[src/rtl/bumpy_pkg.sv]
// Shared types and constants for the bumpy ball game: FSM state codes,
// tile-type codes and the score increments used when BUMPY_SCORE_EN is set.
package bumpy_pkg;

  typedef enum logic [2:0] {
    ST_IDLE    = 3'd0,
    ST_PLAY    = 3'd1,
    ST_RESPAWN = 3'd2,
    ST_WIN     = 3'd3,
    ST_LOSE    = 3'd4
  } game_state_t;

  typedef enum logic [1:0] {
    TILE_BG    = 2'b00,
    TILE_FLOOR = 2'b01,
    TILE_GIFT  = 2'b10,
    TILE_HOLE  = 2'b11
  } tile_t;

  localparam logic [15:0] GIFT_POINTS    = 16'd10;
  localparam logic [15:0] VICTORY_POINTS = 16'd100;

  function automatic logic [15:0] sat_add16(input logic [15:0] a, input logic [15:0] b);
    logic [16:0] s;
    s = {1'b0, a} + {1'b0, b};
    return s[16] ? 16'hFFFF : s[15:0];
  endfunction

endpackage

[src/rtl/frame_event_latch.sv]
// Per-frame sticky flag: remembers that a pixel-level event fired at least once
// during the current frame; cleared on startOfFrame and whenever capture is off.
module frame_event_latch (
  input  logic clk,
  input  logic reset,
  input  logic enable,
  input  logic sof,
  input  logic evt,
  output logic hit
);

  logic flag_q;

  always_ff @(posedge clk) begin
    if (reset)
      flag_q <= 1'b0;
    else if (sof || !enable)
      flag_q <= 1'b0;
    else if (evt)
      flag_q <= 1'b1;
  end

  // An event coinciding with the closing startOfFrame still belongs to the ending frame.
  assign hit = flag_q | (enable & evt);

endmodule

[src/rtl/bumpy_game_fsm.sv]
// Game-flow FSM for the bumpy ball game: IDLE/PLAY/RESPAWN/WIN/LOSE, gift and
// life bookkeeping. Optional score counter under macro BUMPY_SCORE_EN.
module bumpy_game_fsm
  import bumpy_pkg::*;
#(
  parameter int NUM_GIFTS      = 3,
  parameter int NUM_LIVES      = 3,
  parameter int RESPAWN_FRAMES = 60,
  parameter int END_FRAMES     = 90
) (
  input  logic        clk,
  input  logic        reset,
  input  logic        startOfFrame,
  input  logic        start_key,
  input  logic        Remove_Gift,
  input  logic        victory,
  input  logic        Loss,
  output logic        gift_clear,
  output logic [3:0]  gifts_left,
  output logic [2:0]  lives_left,
  output logic [2:0]  game_state,
  output logic        freeze,
  output logic        respawn_pulse,
  output logic [15:0] score
);

  localparam logic [3:0] GIFTS_INIT   = 4'(NUM_GIFTS);
  localparam logic [2:0] LIVES_INIT   = 3'(NUM_LIVES);
  localparam logic [7:0] RESPAWN_LAST = 8'(RESPAWN_FRAMES - 1);
  localparam logic [7:0] END_LAST     = 8'(END_FRAMES - 1);

  game_state_t state_q, state_d;
  logic [7:0]  frame_cnt_q, frame_cnt_d;
  logic [3:0]  gifts_q, gifts_d;
  logic [2:0]  lives_q, lives_d;
  logic        gift_clear_q;
  logic        freeze_q;
  logic        pulse_q, pulse_d;

  logic in_play;
  logic gift_hit, vic_hit, loss_hit;
  logic new_game, gift_take, vic_take;

  assign in_play = (state_q == ST_PLAY);

  frame_event_latch u_gift_latch (
    .clk(clk), .reset(reset), .enable(in_play), .sof(startOfFrame),
    .evt(Remove_Gift), .hit(gift_hit)
  );

  frame_event_latch u_vic_latch (
    .clk(clk), .reset(reset), .enable(in_play), .sof(startOfFrame),
    .evt(victory), .hit(vic_hit)
  );

  frame_event_latch u_loss_latch (
    .clk(clk), .reset(reset), .enable(in_play), .sof(startOfFrame),
    .evt(Loss), .hit(loss_hit)
  );

  always_ff @(posedge clk) begin
    if (reset) begin
      state_q      <= ST_IDLE;
      frame_cnt_q  <= '0;
      gifts_q      <= GIFTS_INIT;
      lives_q      <= LIVES_INIT;
      gift_clear_q <= 1'b0;
      freeze_q     <= 1'b1;
      pulse_q      <= 1'b0;
    end else begin
      state_q      <= state_d;
      frame_cnt_q  <= frame_cnt_d;
      gifts_q      <= gifts_d;
      lives_q      <= lives_d;
      gift_clear_q <= (gifts_q == 4'd0);
      freeze_q     <= (state_d != ST_PLAY);
      pulse_q      <= pulse_d;
    end
  end

  always_comb begin
    state_d     = state_q;
    frame_cnt_d = frame_cnt_q;
    gifts_d     = gifts_q;
    lives_d     = lives_q;
    pulse_d     = 1'b0;
    new_game    = 1'b0;
    gift_take   = 1'b0;
    vic_take    = 1'b0;
    case (state_q)
      ST_IDLE: begin
        if (startOfFrame && start_key) begin
          state_d     = ST_PLAY;
          gifts_d     = GIFTS_INIT;
          lives_d     = LIVES_INIT;
          frame_cnt_d = '0;
          pulse_d     = 1'b1;
          new_game    = 1'b1;
        end
      end
      ST_PLAY: begin
        if (startOfFrame) begin
          // gift_clear only moves two cycles after a frame boundary, so here it
          // still holds the value seen at the start of the ending frame.
          if (vic_hit && gift_clear_q) begin
            vic_take    = 1'b1;
            state_d     = ST_WIN;
            frame_cnt_d = '0;
          end else begin
            if (gift_hit && gifts_q != 4'd0) begin
              gift_take = 1'b1;
              gifts_d   = gifts_q - 4'd1;
            end
            if (loss_hit) begin
              frame_cnt_d = '0;
              if (lives_q > 3'd1) begin
                lives_d = lives_q - 3'd1;
                state_d = ST_RESPAWN;
              end else begin
                lives_d = 3'd0;
                state_d = ST_LOSE;
              end
            end
          end
        end
      end
      ST_RESPAWN: begin
        if (startOfFrame) begin
          if (frame_cnt_q == RESPAWN_LAST) begin
            frame_cnt_d = '0;
            state_d     = ST_PLAY;
            pulse_d     = 1'b1;
          end else begin
            frame_cnt_d = frame_cnt_q + 8'd1;
          end
        end
      end
      ST_WIN, ST_LOSE: begin
        if (startOfFrame) begin
          if (frame_cnt_q == END_LAST) begin
            frame_cnt_d = '0;
            state_d     = ST_IDLE;
          end else begin
            frame_cnt_d = frame_cnt_q + 8'd1;
          end
        end
      end
      default: begin
        state_d     = ST_IDLE;
        frame_cnt_d = '0;
      end
    endcase
  end

`ifdef BUMPY_SCORE_EN
  logic [15:0] score_q;

  always_ff @(posedge clk) begin
    if (reset || new_game)
      score_q <= '0;
    else if (vic_take)
      score_q <= sat_add16(score_q, VICTORY_POINTS);
    else if (gift_take)
      score_q <= sat_add16(score_q, GIFT_POINTS);
  end

  assign score = score_q;
`else
  assign score = 16'd0;
`endif

  assign game_state    = state_q;
  assign gifts_left    = gifts_q;
  assign lives_left    = lives_q;
  assign gift_clear    = gift_clear_q;
  assign freeze        = freeze_q;
  assign respawn_pulse = pulse_q;

endmodule

[config.mk]
export PLATFORM = sky130hd
export DESIGN_NAME = bumpy_game_fsm
export DESIGN_NICKNAME = d
export VERILOG_FILES = /design/src/rtl/bumpy_pkg.sv /design/src/rtl/frame_event_latch.sv /design/src/rtl/bumpy_game_fsm.sv
export SDC_FILE = /design/constraint.sdc
export NUM_CORES = 1
export LEC_CHECK = 0
export ABC_AREA = 1
export CORE_MARGIN = 2
export CORE_UTILIZATION = 30
export DETAILED_ROUTE_END_ITERATION = 8
export PLACE_DENSITY = 0.59
export SKIP_LAST_GASP = 1
export SYNTH_ARGS = -nofsm -noshare
export SYNTH_HDL_FRONTEND = slang
export SYNTH_SLANG_ARGS = --single-unit
[constraint.sdc]
create_clock -name clk -period 2.11 [get_ports clk]
set_clock_uncertainty 0.15 [all_clocks]
set_input_delay 0.633 -clock clk [delete_from_list [all_inputs] [get_ports clk]]
set_output_delay 0.633 -clock clk [all_outputs]
set_load 0.005 [all_outputs]
==> impl_metrics.toml, run 1 <==
[run_status]
status = "finished clean"

[sta]
fin_hold_ws_ns = 0.335
timing.fmax_mhz = 488
setup_ws_ns = 0.0590
rsz0062_at_grt = "false"
setup_viol_count_final = 0
min_period_over_period = 0.972
tns_ns = 0
fin_crit_ns = 2.05
final_hold_viol_count = 0
slew_viol_final = 0

[setup_path]
crit_arrival_ns = 1.27
startpoint_type = "flop"
end_kind = "output port"
cpPeakStageDelay_ns = 0.55
r2r-start = "gifts_left[0]$_SDFFE_PP1P_"
path_cells = "clkdlybuf4s50_1"
crit_start = "gifts_left[3]$_SDFFE_PP0P_"
critPathSlowestCell = "clkdlybuf4s50_1"
critPathBufInv = 1
reg2reg_depth = 8
crit_required_ns = 1.33
critPathTopFamily = "buffers and inverters"
setup.worst_path.class = "reg -> out"
crit_fanout = 6
r2r_slack_ns = 0.38
r2r_end = "gifts_left[0]$_SDFFE_PP1P_"

[clocking]
clk_pin_slew_ns = 0.09
cts_setup_buffers = 0
post_cts_resized = 2
clock-sinks = 24
cts.path.max_buffers = 2
numCtsBuffers = 3
htree_num_levels = 1
clockRootBuffer = "clkbuf_8"
hold_buffers = 0
cts_tree = "yes"
insertion_delay_ns = 0.27

[logic_synthesis]
ys_ff_latch = 24
synth-edff-count = 0
synth_cells = 250
synth_flop_cell = "dfxtp_1"
synthXorXnorAreaFrac = 0.00555
avgSynthCellArea_um2 = 6.31
syn_area_um2 = 1580
yosysUniqueCellTypes = 27
async_flop_share = 0
synth_top_family_by_area = "simple AND/OR/NAND/NOR gates"
synthAdderAreaFrac = 0.0397
synthMuxAreaShare = 0
synth_warnings = 0
ys_seq_area_frac = 0.305
yosys.area_share.simple = 0.358
synth_compound_area_frac = 0.112

[layout]
regArea_um2 = 483
area_delta_synth_final_pct = 22.5
final_layout_size_suffix_gt1_frac = 0.0964
post-route-util = 0.378
n_antenna_cell = 0
nNetsFinal = 293
fill_cells = 587
multi_input_comb_area_um2 = 881

[place]
dp_slack_ns = -0.151
port-buffer-count = 19
dp_hpwl_mm = 2.82
gp_congestion = 0.900

[power_and_ir_drop]
power.density_nw_per_um2 = 561
leakagePower_nw = 0.916
report.power.total_mw = 1.08
peakVddDrop_uv = 284

[grt]
grt_pass1_wl_mm = 5.90
grt_max_degree = 15
antenna_found_initial = 0
grt_pass1_vias = 1381
grt_usage = 0.120
grt_remaining_overflow = 0

[routing]
vias = 1521
ant_nets = 0
drt-total-wl_mm = 3.50
routedWlPerCell_um = 10.0
drc = 0
routed_via_density = 4.35
drt-initial-drc-count = 55
dr.pass1.iters = 4

[floorplan]
row_count = 26
dieWidth_um = 76.5
design.core.area_um2 = 5110
dieArea_um2 = 5860
boundaryPins = 36
floorplan.initialDensity = 0.309
fp.dieH_um = 76.5

[min_path]
hold_path_end = "lives_left[2]$_SDFFE_PP0P_"
worstHoldPathType = "reg -> reg"
hold_start = "lives_left[2]$_SDFFE_PP0P_"
hold_depth = 2

[run]
drv_cap = 0
-- worst max path at each step --
stage	to	slack, ns	cells after the start
finish	gifts_left[3]	0.06	1
global route	frame_cnt_q[4]$_SDFFE_PP0P_	0.02	9
CTS	gifts_left[3]	0.06	1
detailed placement	gifts_left[0]$_SDFFE_PP1P_	-0.15	8
global placement	gifts_left[1]$_SDFFE_PP1P_	-0.13	8
floorplan	frame_cnt_q[3]$_SDFFE_PP0P_	0.48	8
-- layout make-up --
type / instances / area share
multi-input combinational: 185 / 0.456
clock inverter: 1 / 0.0155
inverter: 38 / 0.0751
timing repair buffer: 29 / 0.137
clock buffer: 3 / 0.0214
tap: 70 / 0.0453
sequential: 24 / 0.250
-- stage by stage --
| stage | instance area (um^2) | instances |
|---|---|---|
| after floorplan | 1630 | 265 |
| after global placement | 1850 | 346 |
| after detailed placement | 1850 | 346 |
| after CTS | 1930 | 350 |
| after global routing | 1930 | 350 |
| final | 1930 | 350 |
-- cells in the final DEF (no fill, tap or decap), types with 2 or more instances in the layout --
cell	n
o21ai_0	14
clkbuf_8	3
clkdlybuf4s50_1	19
nor2_1	33
nor2_2	3
conb_1	16
dfxtp_2	2
buf_4	10
dfxtp_1	22
nand4_1	5
nand2_2	3
nand3_1	22
nand2_1	57
a21oi_1	17
ha_1	5
inv_1	36
-- flip-flops by register name (all words and copies together), names as in the netlist --
| signal | cells |
|---|---|
| respawn_pulse | 1 |
| game_state | 3 |
| u_vic_latch.flag_q | 1 |
| frame_cnt_q | 8 |
| freeze | 1 |
| lives_left | 3 |
| u_loss_latch.flag_q | 1 |
| gifts_left | 4 |
| gift_clear | 1 |
| u_gift_latch.flag_q | 1 |
-- Yosys cell counts, drive strengths merged (2+ instances only) --
master  instances  area share
nand2          60        0.15
inv            37       0.090
nor2           37       0.098
dfxtp          24        0.30
nand3          23       0.076
a21oi          17       0.054
buf            17       0.083
o21ai          14       0.044
ha              5       0.040
nand4           5       0.020
nor3            2      0.0095
-- cell families (layout without fill, tap and decap cells) --
group,after synthesis,after routing
XOR/XNOR,1,1
AND/OR/NAND/NOR,129,129
adder cells (fa/ha/maj),5,5
flip-flops,24,24
buffers and inverters,56,71
AO/OA/AOI/OAI,34,34
other,1,16
-- routing by layer --
| metal | GRT usage | up-vias | part of all wire |
|---|---|---|---|
| li1 | - | 820 | - |
| met3 | 0.0190 | 6 | 0.029 |
| met1 | 0.150 | 667 | 0.47 |
| met5 | 0 | - | 0 |
| met4 | 0.0364 | 0 | 0.014 |
| met2 | 0.211 | 28 | 0.49 |
-- report_power, final --
| part | internal [mW] | total (mW) | leakage [nW] | switching (mW) |
|---|---|---|---|---|
| combinational | 0.0837 | 0.190 | 0.684 | 0.107 |
| clock | 0.254 | 0.406 | 0.0357 | 0.153 |
| sequential | 0.470 | 0.488 | 0.196 | 0.0181 |
| total | 0.807 | 1.08 | 0.916 | 0.277 |
Note: power is estimated with default switching activity, not from simulation.
==> run 2, diff against run 1 <==
--- a/config.mk
+++ b/config.mk
@@ -6,10 +6,11 @@
 export NUM_CORES = 1
 export LEC_CHECK = 0
 export ABC_AREA = 1
+export ABC_CLOCK_PERIOD_IN_PS = 2110
 export CORE_MARGIN = 2
 export CORE_UTILIZATION = 30
 export DETAILED_ROUTE_END_ITERATION = 8
-export PLACE_DENSITY = 0.59
+export PLACE_DENSITY = 0.63
 export SKIP_LAST_GASP = 1
 export SYNTH_ARGS = -nofsm -noshare
 export SYNTH_HDL_FRONTEND = slang
==> impl_metrics.toml, run 2 (synthesis results as in run 1) <==
[routing]
drt-initial-drc-count = 122
drc = 0
routedWlPerCell_um = 9.70
drt-total-wl_mm = 3.38
vias = 1526
dr.pass1.iters = 4
routed_via_density = 4.39
ant_nets = 0

[sta]
setup_ws_ns = 0.0939
timing.fmax_mhz = 496
tns_ns = 0
fin_crit_ns = 2.02
final_hold_viol_count = 0
min_period_over_period = 0.955
setup_viol_count_final = 0
rsz0062_at_grt = "false"
slew_viol_final = 0

[place]
dp_hpwl_mm = 2.67
post_dp_cell_area_um2 = 1840
gp_congestion = 0.823
dp_slack_ns = -0.0927
port-buffer-count = 19

[setup_path]
critPathTopFamily = "buffers and inverters"
crit_arrival_ns = 1.23
crit_fanout = 6
end_kind = "output port"
crit_required_ns = 1.33
cpPeakStageDelay_ns = 0.54
setup.worst_path.class = "reg -> out"
startpoint_type = "flop"
path_cells = "clkdlybuf4s50_1"
critPathSlowestCell = "clkdlybuf4s50_1"
critPathBufInv = 1

[power_and_ir_drop]
leakagePower_nw = 0.899
peakVddDrop_uv = 304
power.density_nw_per_um2 = 523
report.power.total_mw = 0.992

[clocking]
cts.path.max_buffers = 2
clock-sinks = 24
hold_buffers = 0
cts_setup_buffers = 0
clk_pin_slew_ns = 0.09
clockRootBuffer = "clkbuf_8"
htree_num_levels = 1
insertion_delay_ns = 0.26
cts_tree = "yes"
numCtsBuffers = 3

[floorplan]
dieArea_um2 = 5860
dieWidth_um = 76.5
design.core.area_um2 = 5110
row_count = 26
fp.dieH_um = 76.5
floorplan.initialDensity = 0.309
boundaryPins = 36

[layout]
final_cell_mix = "nand2_1 (57), inv_1 (36), nor2_1 (32)"
regMostFlops = "frame_cnt_q"
n_antenna_cell = 0
design_area_um2 = 1900
final_common_cell = "nand2_1"
final_layout_size_suffix_gt1_frac = 0.0935
area_delta_synth_final_pct = 20.2
largest_register_ffs = 8
nNetsFinal = 291

[run]
drv_cap = 0

[grt]
grt_max_degree = 14
grt_remaining_overflow = 0
grt_pass1_wl_mm = 5.75
antenna_found_initial = 0
grt_pass1_vias = 1304
grt_usage = 0.118

[min_path]
worstHoldPathType = "reg -> reg"

[run_status]
status = "finished clean"
run 2: layer usage:
| layer | routed length (um) | vias to the layer above | track usage |
|---|---|---|---|
| met5 | 0 | - | 0 |
| met4 | 38 | 0 | 0.0418 |
| met3 | 146 | 2 | 0.0166 |
| met2 | 1390 | 46 | 0.175 |
| met1 | 1800 | 664 | 0.172 |
| li1 | - | 814 | - |
run 2: layout make-up:
| type | instances | area (um^2) |
|---|---|---|
| Inverter | 38 | 145 |
| Timing Repair Buffer | 27 | 250 |
| Sequential cell | 24 | 483 |
| Tap cell | 70 | 87.6 |
| Fill cell | 558 | 3210 |
| Clock buffer | 4 | 55.1 |
| Multi-Input combinational cell | 185 | 876 |
run 2: what timing repair did:
action                                  CTS  global route
endpoints found under the setup margin    1             2
gates resized for setup                   1             2
cloned                                    0             0
run 2: power breakdown:
group          total [mW]  leakage [nW]  switching [mW]  internal [mW]
clock network       0.316        0.0288           0.149          0.166
logic               0.188         0.674           0.108         0.0801
registers           0.488         0.196          0.0178          0.470
total               0.992         0.899           0.275          0.717
run 2: worst paths after layout:
check | startpoint | cells after the start | slack [ns] | endpoint
setup reg to reg | frame_cnt_q[0]$_SDFFE_PP0P_ | 8 | 0.45 | freeze$_SDFF_PP1_
setup / recovery | gifts_left[3]$_SDFFE_PP0P_ | 1 | 0.09 | gifts_left[3]
hold / removal | lives_left[2]$_SDFFE_PP0P_ | 2 | 0.33 | lives_left[2]$_SDFFE_PP0P_
hold reg to reg | lives_left[2]$_SDFFE_PP0P_ | 2 | 0.33 | lives_left[2]$_SDFFE_PP0P_
run 2: through the flow:
step / utilization / hold WS [ns] / instances
5_1_grt: 0.371 / 0.357 / 348
2_1_floorplan: - / 0.287 / 265
3_5_place_dp: 0.360 / 0.322 / 344
6_report: 0.371 / 0.334 / 348
4_1_cts: 0.371 / 0.337 / 348
3_3_place_gp: 0.360 / 0.308 / 344
==> run 3, diff against run 2 <==
--- a/config.mk
+++ b/config.mk
@@ -11,6 +11,7 @@
 export CORE_UTILIZATION = 30
 export DETAILED_ROUTE_END_ITERATION = 8
 export PLACE_DENSITY = 0.63
+export SETUP_SLACK_MARGIN = 0.1
 export SKIP_LAST_GASP = 1
 export SYNTH_ARGS = -nofsm -noshare
 export SYNTH_HDL_FRONTEND = slang
==> impl_metrics.toml, run 3 (synthesis results as in run 1) <==
[routing]
ant_nets = 0
routedWlPerCell_um = 9.80
vias = 1534
routed_via_density = 4.41
dr.pass1.iters = 5
drt-total-wl_mm = 3.41
drt-initial-drc-count = 167
drc = 0

[clocking]
insertion_delay_ns = 0.26
clk_pin_slew_ns = 0.09
numCtsBuffers = 3
hold_buffers = 0
htree_num_levels = 1
clockRootBuffer = "clkbuf_8"
cts.path.max_buffers = 2
cts_tree = "yes"
clock-sinks = 24

[layout]
post-route-util = 0.377
nNetsFinal = 291
final_cell_mix = "nand2_1 (57), inv_1 (36), nor2_1 (32)"
final_common_cell = "nand2_1"
regArea_um2 = 495
n_antenna_cell = 0
final_layout_size_suffix_gt1_frac = 0.115
largest_register_ffs = 8
fill_cells = 558
multi_input_comb_area_um2 = 892
area_delta_synth_final_pct = 22.0
regMostFlops = "frame_cnt_q"

[place]
port-buffer-count = 19
gp_congestion = 0.823
dp_hpwl_mm = 2.67

[setup_path]
crit_arrival_ns = 1.18
startpoint_type = "flop"
setup.worst_path.class = "reg -> out"
end_kind = "output port"
cpPeakStageDelay_ns = 0.51
r2r_end = "gifts_left[2]$_SDFFE_PP0P_"
crit_required_ns = 1.33
crit_fanout = 8
critPathSlowestCell = "clkdlybuf4s50_1"
r2r-start = "gifts_left[0]$_SDFFE_PP1P_"
critPathBufInv = 1
r2r_slack_ns = 0.38
reg2reg_depth = 9
critPathTopFamily = "buffers and inverters"
critical_path_depth = 1
path_cells = "clkdlybuf4s50_1"

[grt]
grt_usage = 0.118
grt_pass1_wl_mm = 5.75
grt_pass1_vias = 1304
grt_remaining_overflow = 0
grt_max_degree = 14
antenna_found_initial = 0

[sta]
setup_viol_count_final = 0
slew_viol_final = 0
timing.fmax_mhz = 509
fin_crit_ns = 1.96
tns_ns = 0
rsz0062_at_grt = "true"
final_hold_viol_count = 0
min_period_over_period = 0.931

[min_path]
hold_start = "gifts_left[2]$_SDFFE_PP0P_"
hold_path_end = "gift_clear$_SDFF_PP0_"
worstHoldPathType = "reg -> reg"
hold_depth = 1

[floorplan]
floorplan.initialDensity = 0.309
design.core.area_um2 = 5110
dieWidth_um = 76.5
row_count = 26
dieArea_um2 = 5860
boundaryPins = 36
fp.dieH_um = 76.5

[power_and_ir_drop]
leakagePower_nw = 0.904
report.power.total_mw = 0.995
power_switching_mw = 0.279
clock_power_share = 0.319
pwr-share-comb = 0.194
p_sw_frac = 0.280
power.density_nw_per_um2 = 517
peakVddDrop_uv = 306
p_int_mw = 0.717
seqPwrFrac = 0.488

[run_status]
status = "finished clean"

[run]
drv_cap = 0
==> run 3: cell counts in the layout (fill, tap and decap cells not counted) <==
No cell type changed its count.
==> run 3: power groups by stage <==
stage	Clock (mW)	Combinational (mW)	Sequential, mW
after floorplan	0	0.136	0.496
after global placement	0	0.186	0.498
after detailed placement	0	0.186	0.498
after CTS	0.327	0.187	0.488
after global routing	0.354	0.217	0.489
final	0.317	0.193	0.485
==> run 3: layer usage <==
| layer | part of all wire | track usage | vias to the layer above | wire (um) |
|---|---|---|---|---|
| li1 | - | - | 815 | - |
| met1 | 0.53 | 0.172 | 661 | 1810 |
| met2 | 0.41 | 0.175 | 54 | 1400 |
| met3 | 0.047 | 0.0166 | 4 | 160 |
| met4 | 0.014 | 0.0418 | 0 | 48 |
| met5 | 0 | 0 | - | 0 |
==> run 3: layout make-up <==
class,count,area share
well taps,70,0.0455
multi-input cells,185,0.463
repair buffers,27,0.130
clock buffers,4,0.0286
inverters,38,0.0754
flip-flops and latches,24,0.257
==> run 3: worst max-delay path by stage <==
stage,startpoint,slack [ns],to
4_1_cts,game_state[0]$_SDFF_PP0_,0.09,game_state[0]
3_5_place_dp,startOfFrame,-0.09,gifts_left[1]$_SDFFE_PP1P_
5_1_grt,victory,0.08,frame_cnt_q[3]$_SDFFE_PP0P_
3_3_place_gp,startOfFrame,-0.08,frame_cnt_q[1]$_SDFFE_PP0P_
6_report,game_state[0]$_SDFF_PP0_,0.15,game_state[0]
2_1_floorplan,Loss,0.48,frame_cnt_q[3]$_SDFFE_PP0P_
==> run 3: what timing repair did <==
item,in CTS,in global routing
cloned,0,0
endpoints found under the setup margin,5,11
buffers inserted,0,0
pin swaps,0,1
gates resized for setup,5,8
==> run 3: per-stage QoR <==
stage / instances / setup slack, ns / instance area (um^2) / hold WS [ns]
after floorplan: 265 / 0.483 / 1630 / 0.287
after global placement: 344 / -0.0815 / 1840 / 0.308
after detailed placement: 344 / -0.0927 / 1840 / 0.322
after CTS: 348 / 0.0898 / 1900 / 0.337
after global routing: 348 / 0.0835 / 1930 / 0.357
final: 348 / 0.147 / 1930 / 0.327
